File: src/rtl/memu_pkg.sv
// Shared types and widths for the MEM pipeline stage.
package memu_pkg;

  localparam int unsigned RF_ZIP_W = 6;
  localparam int unsigned WB_ZIP_W = 38;

  typedef enum logic [1:0] {
    StIdle,
    StReq,
    StWait,
    StDone
  } mem_state_e;

endpackage

File: src/rtl/memu_if.sv
// Data-SRAM bus (req/addr_ok/data_ok) between the MEM stage and data memory.
interface memu_if;

  logic        data_req;
  logic        data_wr;
  logic [3:0]  data_wstrb;
  logic [31:0] data_addr;
  logic [31:0] data_wdata;
  logic        data_addr_ok;
  logic        data_data_ok;
  logic [31:0] data_rdata;

  modport master (
    output data_req, data_wr, data_wstrb, data_addr, data_wdata,
    input  data_addr_ok, data_data_ok, data_rdata
  );

  modport slave (
    input  data_req, data_wr, data_wstrb, data_addr, data_wdata,
    output data_addr_ok, data_data_ok, data_rdata
  );

endinterface

File: src/rtl/memu_req_fsm.sv
// Tracks the single outstanding data-SRAM access and buffers load data while WB stalls.
module memu_req_fsm
  import memu_pkg::*;
(
  input  logic        clk,
  input  logic        resetn,
  input  logic        start,
  input  logic        wb_allowin,
  input  logic        data_addr_ok,
  input  logic        data_data_ok,
  input  logic [31:0] data_rdata,
  output mem_state_e  state,
  output logic        data_req,
  output logic        op_ready,
  output logic [31:0] rdata_buf
);

  mem_state_e  state_q, state_d;
  logic [31:0] rdata_buf_q, rdata_buf_d;

  always_comb begin
    state_d     = state_q;
    rdata_buf_d = rdata_buf_q;
    data_req    = 1'b0;
    op_ready    = 1'b0;
    unique case (state_q)
      StIdle: begin
        if (start) state_d = StReq;
      end
      StReq: begin
        data_req = 1'b1;
        if (data_addr_ok) state_d = StWait;
      end
      StWait: begin
        if (data_data_ok) begin
          op_ready    = 1'b1;
          rdata_buf_d = data_rdata;
          // A new access can only be accepted here when WB drains the current one.
          if (!wb_allowin)  state_d = StDone;
          else if (start)   state_d = StReq;
          else              state_d = StIdle;
        end
      end
      StDone: begin
        op_ready = 1'b1;
        if (wb_allowin) state_d = start ? StReq : StIdle;
      end
      default: state_d = StIdle;
    endcase
  end

  always_ff @(posedge clk) begin
    if (!resetn) begin
      state_q     <= StIdle;
      rdata_buf_q <= 32'h0;
    end else begin
      state_q     <= state_d;
      rdata_buf_q <= rdata_buf_d;
    end
  end

  assign state     = state_q;
  assign rdata_buf = rdata_buf_q;

endmodule

File: src/rtl/memu.sv
// MEM stage: latches the EXE payload, performs one data-SRAM access and hands off to WB.
module memu
  import memu_pkg::*;
(
  input  logic                clk,
  input  logic                resetn,
  output logic                mem_allowin,
  input  logic                exe_to_mem_valid,
  input  logic [31:0]         exe_pc,
  input  logic [31:0]         exe_alu_result,
  input  logic                exe_res_from_mem,
  input  logic                exe_mem_we,
  input  logic [31:0]         exe_rkd_value,
  input  logic [RF_ZIP_W-1:0] exe_rf_zip,
  input  logic                wb_allowin,
  output logic                mem_to_wb_valid,
  output logic [31:0]         mem_pc,
  output logic [WB_ZIP_W-1:0] mem_rf_zip,
  output logic                mem_blk,
  memu_if.master              dbus
);

  logic                mem_valid_q;
  logic [31:0]         pc_q;
  logic [31:0]         alu_result_q;
  logic                res_from_mem_q;
  logic                mem_we_q;
  logic [31:0]         rkd_value_q;
  logic [RF_ZIP_W-1:0] rf_zip_q;

  mem_state_e  state;
  logic        op_ready;
  logic [31:0] rdata_buf;
  logic        accept;
  logic        mem_ready_go;
  logic [31:0] rf_wdata;

  assign accept       = exe_to_mem_valid & mem_allowin;
  assign mem_ready_go = ~(res_from_mem_q | mem_we_q) | op_ready;
  assign mem_allowin  = ~mem_valid_q | (mem_ready_go & wb_allowin);

  // mem_valid only drops once WB can take the result, so an in-flight access is never lost.
  always_ff @(posedge clk) begin
    if (!resetn) begin
      mem_valid_q    <= 1'b0;
      pc_q           <= 32'h0;
      alu_result_q   <= 32'h0;
      res_from_mem_q <= 1'b0;
      mem_we_q       <= 1'b0;
      rkd_value_q    <= 32'h0;
      rf_zip_q       <= '0;
    end else if (accept) begin
      mem_valid_q    <= 1'b1;
      pc_q           <= exe_pc;
      alu_result_q   <= exe_alu_result;
      res_from_mem_q <= exe_res_from_mem;
      mem_we_q       <= exe_mem_we;
      rkd_value_q    <= exe_rkd_value;
      rf_zip_q       <= exe_rf_zip;
    end else if (mem_allowin) begin
      mem_valid_q    <= 1'b0;
    end
  end

  memu_req_fsm u_req_fsm (
    .clk          (clk),
    .resetn       (resetn),
    .start        (accept & (exe_res_from_mem | exe_mem_we)),
    .wb_allowin   (wb_allowin),
    .data_addr_ok (dbus.data_addr_ok),
    .data_data_ok (dbus.data_data_ok),
    .data_rdata   (dbus.data_rdata),
    .state        (state),
    .data_req     (dbus.data_req),
    .op_ready     (op_ready),
    .rdata_buf    (rdata_buf)
  );

  assign dbus.data_wr    = mem_we_q;
  assign dbus.data_wstrb = mem_we_q ? 4'hf : 4'h0;
  assign dbus.data_addr  = alu_result_q;
  assign dbus.data_wdata = rkd_value_q;

  always_comb begin
    rf_wdata = alu_result_q;
    if (res_from_mem_q) rf_wdata = (state == StWait) ? dbus.data_rdata : rdata_buf;
  end

  assign mem_to_wb_valid = mem_valid_q & mem_ready_go;
  assign mem_pc          = pc_q;
  assign mem_rf_zip      = {rf_zip_q[5] & ~mem_we_q, rf_zip_q[4:0], rf_wdata};
  assign mem_blk         = mem_valid_q & res_from_mem_q & ~mem_ready_go;

endmodule

File: src/flat_wrapper.sv
// flat-port wrapper written by rule: the top's interface ports become plain ports
module memu_flat import memu_pkg::*;
  (clk, resetn, mem_allowin, exe_to_mem_valid, exe_pc, exe_alu_result, exe_res_from_mem, exe_mem_we, exe_rkd_value, exe_rf_zip, wb_allowin, mem_to_wb_valid, mem_pc, mem_rf_zip, mem_blk, dbus_data_req, dbus_data_wr, dbus_data_wstrb, dbus_data_addr, dbus_data_wdata, dbus_data_addr_ok, dbus_data_data_ok, dbus_data_rdata);
  memu_if dbus_i ();
  input  logic clk;
  input  logic resetn;
  output logic mem_allowin;
  input  logic exe_to_mem_valid;
  input  logic [31:0] exe_pc;
  input  logic [31:0] exe_alu_result;
  input  logic exe_res_from_mem;
  input  logic exe_mem_we;
  input  logic [31:0] exe_rkd_value;
  input  logic [RF_ZIP_W-1:0] exe_rf_zip;
  input  logic wb_allowin;
  output logic mem_to_wb_valid;
  output logic [31:0] mem_pc;
  output logic [WB_ZIP_W-1:0] mem_rf_zip;
  output logic mem_blk;
  output wire logic [$bits(dbus_i.data_req)-1:0] dbus_data_req;
  output wire logic [$bits(dbus_i.data_wr)-1:0] dbus_data_wr;
  output wire logic [$bits(dbus_i.data_wstrb)-1:0] dbus_data_wstrb;
  output wire logic [$bits(dbus_i.data_addr)-1:0] dbus_data_addr;
  output wire logic [$bits(dbus_i.data_wdata)-1:0] dbus_data_wdata;
  input wire logic [$bits(dbus_i.data_addr_ok)-1:0] dbus_data_addr_ok;
  input wire logic [$bits(dbus_i.data_data_ok)-1:0] dbus_data_data_ok;
  input wire logic [$bits(dbus_i.data_rdata)-1:0] dbus_data_rdata;
  assign dbus_data_req = dbus_i.data_req;
  assign dbus_data_wr = dbus_i.data_wr;
  assign dbus_data_wstrb = dbus_i.data_wstrb;
  assign dbus_data_addr = dbus_i.data_addr;
  assign dbus_data_wdata = dbus_i.data_wdata;
  assign dbus_i.data_addr_ok = dbus_data_addr_ok;
  assign dbus_i.data_data_ok = dbus_data_data_ok;
  assign dbus_i.data_rdata = dbus_data_rdata;
  memu u_core (.clk(clk), .resetn(resetn), .mem_allowin(mem_allowin), .exe_to_mem_valid(exe_to_mem_valid), .exe_pc(exe_pc), .exe_alu_result(exe_alu_result), .exe_res_from_mem(exe_res_from_mem), .exe_mem_we(exe_mem_we), .exe_rkd_value(exe_rkd_value), .exe_rf_zip(exe_rf_zip), .wb_allowin(wb_allowin), .mem_to_wb_valid(mem_to_wb_valid), .mem_pc(mem_pc), .mem_rf_zip(mem_rf_zip), .mem_blk(mem_blk), .dbus(dbus_i));
endmodule
File: config.mk
export PLATFORM = sky130hd
export DESIGN_NAME = memu_flat
export DESIGN_NICKNAME = d
export VERILOG_FILES = /design/src/rtl/memu_pkg.sv /design/src/rtl/memu_if.sv /design/src/rtl/memu_req_fsm.sv /design/src/rtl/memu.sv /design/src/flat_wrapper.sv
export SDC_FILE = /design/constraint.sdc
export NUM_CORES = 1
export LEC_CHECK = 0
export CAP_MARGIN = 20
export CORE_ASPECT_RATIO = 0.6
export CORE_UTILIZATION = 42
export DETAILED_ROUTE_END_ITERATION = 10
export GPL_TIMING_DRIVEN = 0
export PLACE_DENSITY = 0.9
export SETUP_SLACK_MARGIN = 0.5
export SKIP_LAST_GASP = 1
export SYNTH_ARGS = -nofsm -noshare
export SYNTH_HDL_FRONTEND = slang
export SYNTH_HIERARCHICAL = 1
export SYNTH_SLANG_ARGS = --single-unit
File: constraint.sdc
create_clock -name clk -period 2.2 [get_ports clk]
set_clock_uncertainty 0.15 [all_clocks]
set_input_delay 0.44 -clock clk [delete_from_list [all_inputs] [get_ports clk]]
set_output_delay 0.44 -clock clk [all_outputs]
set_load 0.03 [all_outputs]
==> impl_metrics.env <==
export IMPL_p_sw_mw=2.36
export IMPL_yosys_top_cells_area="dfxtp_1 44%, mux2i_1 22%, nand2_1 14%, a21oi_1 2.7%, nand3_1 2.6%"
export IMPL_via_count=6342
export IMPL_area_delta_synth_final_pct=71.8
export IMPL_crit_start="u_core/u_req_fsm/state[1]"
export IMPL_setup_tns_ns=-2.79
export IMPL_wl_per_cell_um=17.0
export IMPL_slew_limit_headroom_pct=61.2
export IMPL_ir_drop_mv=0.500
export IMPL_yosysTopAreaCellShare_pct=44.4
export IMPL_violations="negative setup slack"
export IMPL_drive_gt1_share_pct=25.0
export IMPL_syn_num_nets=878
export IMPL_hold_class="in2reg"
export IMPL_synth_edf_count=0
export IMPL_cts_tree="done"
export IMPL_dieArea_um2=15400
export IMPL_fin_crit_sh_pct=107
export IMPL_hold_viol=0
export IMPL_place_inst=1217
export IMPL_grt_max_degree=17
export IMPL_synth_cells=736
export IMPL_cp_common_cell="clkbuf_16"
export IMPL_ys_flop_type="dfxtp_1"
export IMPL_syn_area_um2=6260
export IMPL_firstDrtPassIters=5
export IMPL_cpMaxStageDelayCell="dfxtp_4"
export IMPL_seq_area_frac_synth_pct=44.4
export IMPL_ant_nets=0
export IMPL_nets=1191
export IMPL_power_density_nw_per_um2=720
export IMPL_p_int_mw=5.38
export IMPL_synth_compound_area_share_pct=6.55
export IMPL_crit_type="reg2out"
export IMPL_synthXorXnorAreaFrac_pct=0
export IMPL_clkSlewWorstSetupHoldPaths_ns=0.06
export IMPL_power_frac_seq_pct=36.1
export IMPL_cpPeakStageDelay_ns=0.34
export IMPL_r2r_start="u_core/u_req_fsm/state[1]"
export IMPL_yosysWarnings=6
export IMPL_rsz0062_at_grt="true"
export IMPL_cp_arrival_ns=1.76
export IMPL_fmax_mhz=425
export IMPL_maxCapViolations=0
export IMPL_min_from="resetn"
export IMPL_worstMarginPinSlew_ns=0.582
export IMPL_clkPwrFrac_pct=36.6
export IMPL_final_core_util_pct=74.2
export IMPL_grt_pass1_wl_um=33200
export IMPL_coreArea_um2=14500
export IMPL_start_util_pct=43.2
export IMPL_p_comb_share_pct=27.3
export IMPL_final_cells=1260
export IMPL_cp_start_kind="flop"
export IMPL_clock_latency_ns=0.40
export IMPL_yosys_area_share_simple_pct=20.0
export IMPL_period_needed_ns=2.35
export IMPL_detail_route_iter0_violations=340
export IMPL_synthMuxAreaShare_pct=21.7
export IMPL_h_tree_depth=4
export IMPL_clockRootBuffer="clkbuf_16"
export IMPL_dieHeight_um=96.6
export IMPL_synthAdderAreaFrac_pct=0
export IMPL_drv_slew=0
export IMPL_track_usage_pct=27.1
export IMPL_crit_chain="nor2b_4 -> clkbuf_16 -> clkbuf_16 -> mux2i_2 -> a21oi_2 -> buf_6"
export IMPL_vias_per_cell=5.03
export IMPL_clkSinkCount=139
export IMPL_cts_made_buffers=17
export IMPL_dpl_hpwl_um=15200
export IMPL_syn_avg_cell_area_um2=8.51
export IMPL_fp_row_count=34
export IMPL_diodes=0
export IMPL_ys_types=26
export IMPL_place_congestion=0.816
export IMPL_fp_dieW_um=160
export IMPL_gr_total_overflow=0
export IMPL_end_kind="output pin"
export IMPL_status="complete, but fails checks"
export IMPL_io_buffers=283
export IMPL_grt_pass1_vias=6427
export IMPL_ios=285
export IMPL_synth_top_area_cell="dfxtp_1"
export IMPL_swShare_pct=30.5
export IMPL_max_clock_path_buffers=2
export IMPL_ys_async_sr_fraction_pct=0
export IMPL_cp_data_required_time_ns=1.61
export IMPL_fin_ws_ns=-0.151
export IMPL_finalWirelength_um=21400
export IMPL_synth_seq_cells=139
export IMPL_whs_ns=0.222
export IMPL_finalSetupViolCount=32
export IMPL_post_route_drc_count=0
export IMPL_synth_top_family_by_area="multiplexers"
export IMPL_path_max_fanout=8
export IMPL_grt_antenna_before_repair=0
export IMPL_power_leakage_nw=4.96
-- cell usage after synthesis (2+ instances only) --
master,n
nand2_1,242
dfxtp_1,139
mux2i_1,136
a21oi_1,34
nand3_1,32
nor2_1,32
o21ai_1,29
clkbuf_1,27
buf_4,15
buf_2,12
buf_6,8
buf_8,5
inv_1,4
nor2b_1,4
o21ai_2,3
and2_1,2
o21a_1,2
o21ai_0,2
-- layout make-up --
type,count,area [um2]
Tap cell,198,248
Clock buffer,19,443
Timing Repair Buffer,294,3090
Buffer,68,618
Clock inverter,13,139
Inverter,4,15.0
Multi-Input combinational cell,525,3420
Fill cell,1036,3740
Sequential cell,139,2790
-- cell families (layout without fill, tap and decap cells) --
| group | after synthesis | after routing |
|---|---|---|
| multiplexers | 136 | 136 |
| flip-flops | 139 | 139 |
| AO/OA/AOI/OAI | 75 | 75 |
| AND/OR/NAND/NOR | 314 | 314 |
| buffers and inverters | 72 | 398 |
-- through the flow --
stage / power (mW) / cell area (um2) / setup WS, ns
finish: 7.75 / 10800 / -0.151
global route: 8.06 / 10800 / -0.206
CTS: 7.68 / 10300 / -0.100
detailed placement: 4.81 / 9500 / -0.630
global placement: 4.78 / 9500 / -0.618
floorplan: 3.93 / 6420 / 0.370
-- registers in the layout, indices dropped and copies added, names as in the netlist --
register	cells
u_core/dbus.data_addr	32
u_core/dbus.data_wdata	32
u_core/dbus.data_wr	1
u_core/mem_pc	32
u_core/mem_valid_q	1
u_core/res_from_mem_q	1
u_core/rf_zip_q	6
u_core/u_req_fsm/rdata_buf	32
u_core/u_req_fsm/state	2
-- path summary, 6_finish.rpt --
path,to,cells past startpoint,slack [ns]
setup / recovery,mem_rf_zip[16],6,-0.15
hold / removal,u_core/u_req_fsm/rdata_buf[20],3,0.22
setup reg to reg,u_core/dbus.data_addr[21],9,0.26
hold reg to reg,u_core/mem_pc[0],2,0.30
-- layer usage --
| metal | up-vias | share of wire (%) | routed length (um) | GRT usage (%) |
|---|---|---|---|---|
| li1 | 3061 | - | - | - |
| met1 | 3019 | 44 | 9320 | 34.7 |
| met2 | 242 | 48 | 10200 | 45.2 |
| met3 | 20 | 7.6 | 1620 | 7.55 |
| met4 | 0 | 1.1 | 235 | 6.14 |
| met5 | - | 0 | 0 | 0 |
-- cells in the final DEF (no fill, tap or decap), types with 3 or more instances in the layout --
cell,synthesis,routed
nand2_1,242,242
clkdlybuf4s50_1,0,138
dfxtp_1,139,135
mux2i_1,136,110
clkdlybuf4s15_2,0,47
dlymetal6s2s_1,0,41
buf_6,8,38
a21oi_2,0,33
nor2_1,32,32
nand3_1,32,32
o21ai_1,29,30
buf_4,15,26
buf_2,12,23
clkbuf_16,0,20
clkbuf_1,27,19
mux2i_4,0,17
mux2i_2,0,9
buf_12,0,8
buf_8,5,6
clkinv_2,0,4
inv_6,0,4
clkbuf_2,0,4
inv_1,4,4
clkbuf_8,0,3
o21ai_2,3,3
-- critical path, delay by kind of cell (launching register included) --
kind                   cells  cell delay, ns
flip-flops                 1            0.34
AO/OA/AOI/OAI              1            0.09
AND/OR/NAND/NOR            1            0.15
buffers and inverters      3            0.51
multiplexers               1            0.27
-- power by group through the flow --
stage	clock (mW)	combinational [mW]	sequential, mW
final	2.84	2.12	2.79
after global routing	3.02	2.23	2.81
after CTS	2.88	2.01	2.79
after detailed placement	0	1.97	2.84
after global placement	0	1.94	2.84
after floorplan	0	0.844	3.08
-- what timing repair did --
item / 4_1_cts / 5_1_grt
pin swaps: 1 / 2
buffers inserted: 7 / 1
gates resized for setup: 517 / 104
cloned: 1 / 2
hold buffers: 0 / 0
setup endpoints to repair: 248 / 204
No activity file was read; power rests on OpenSTA's default activity.
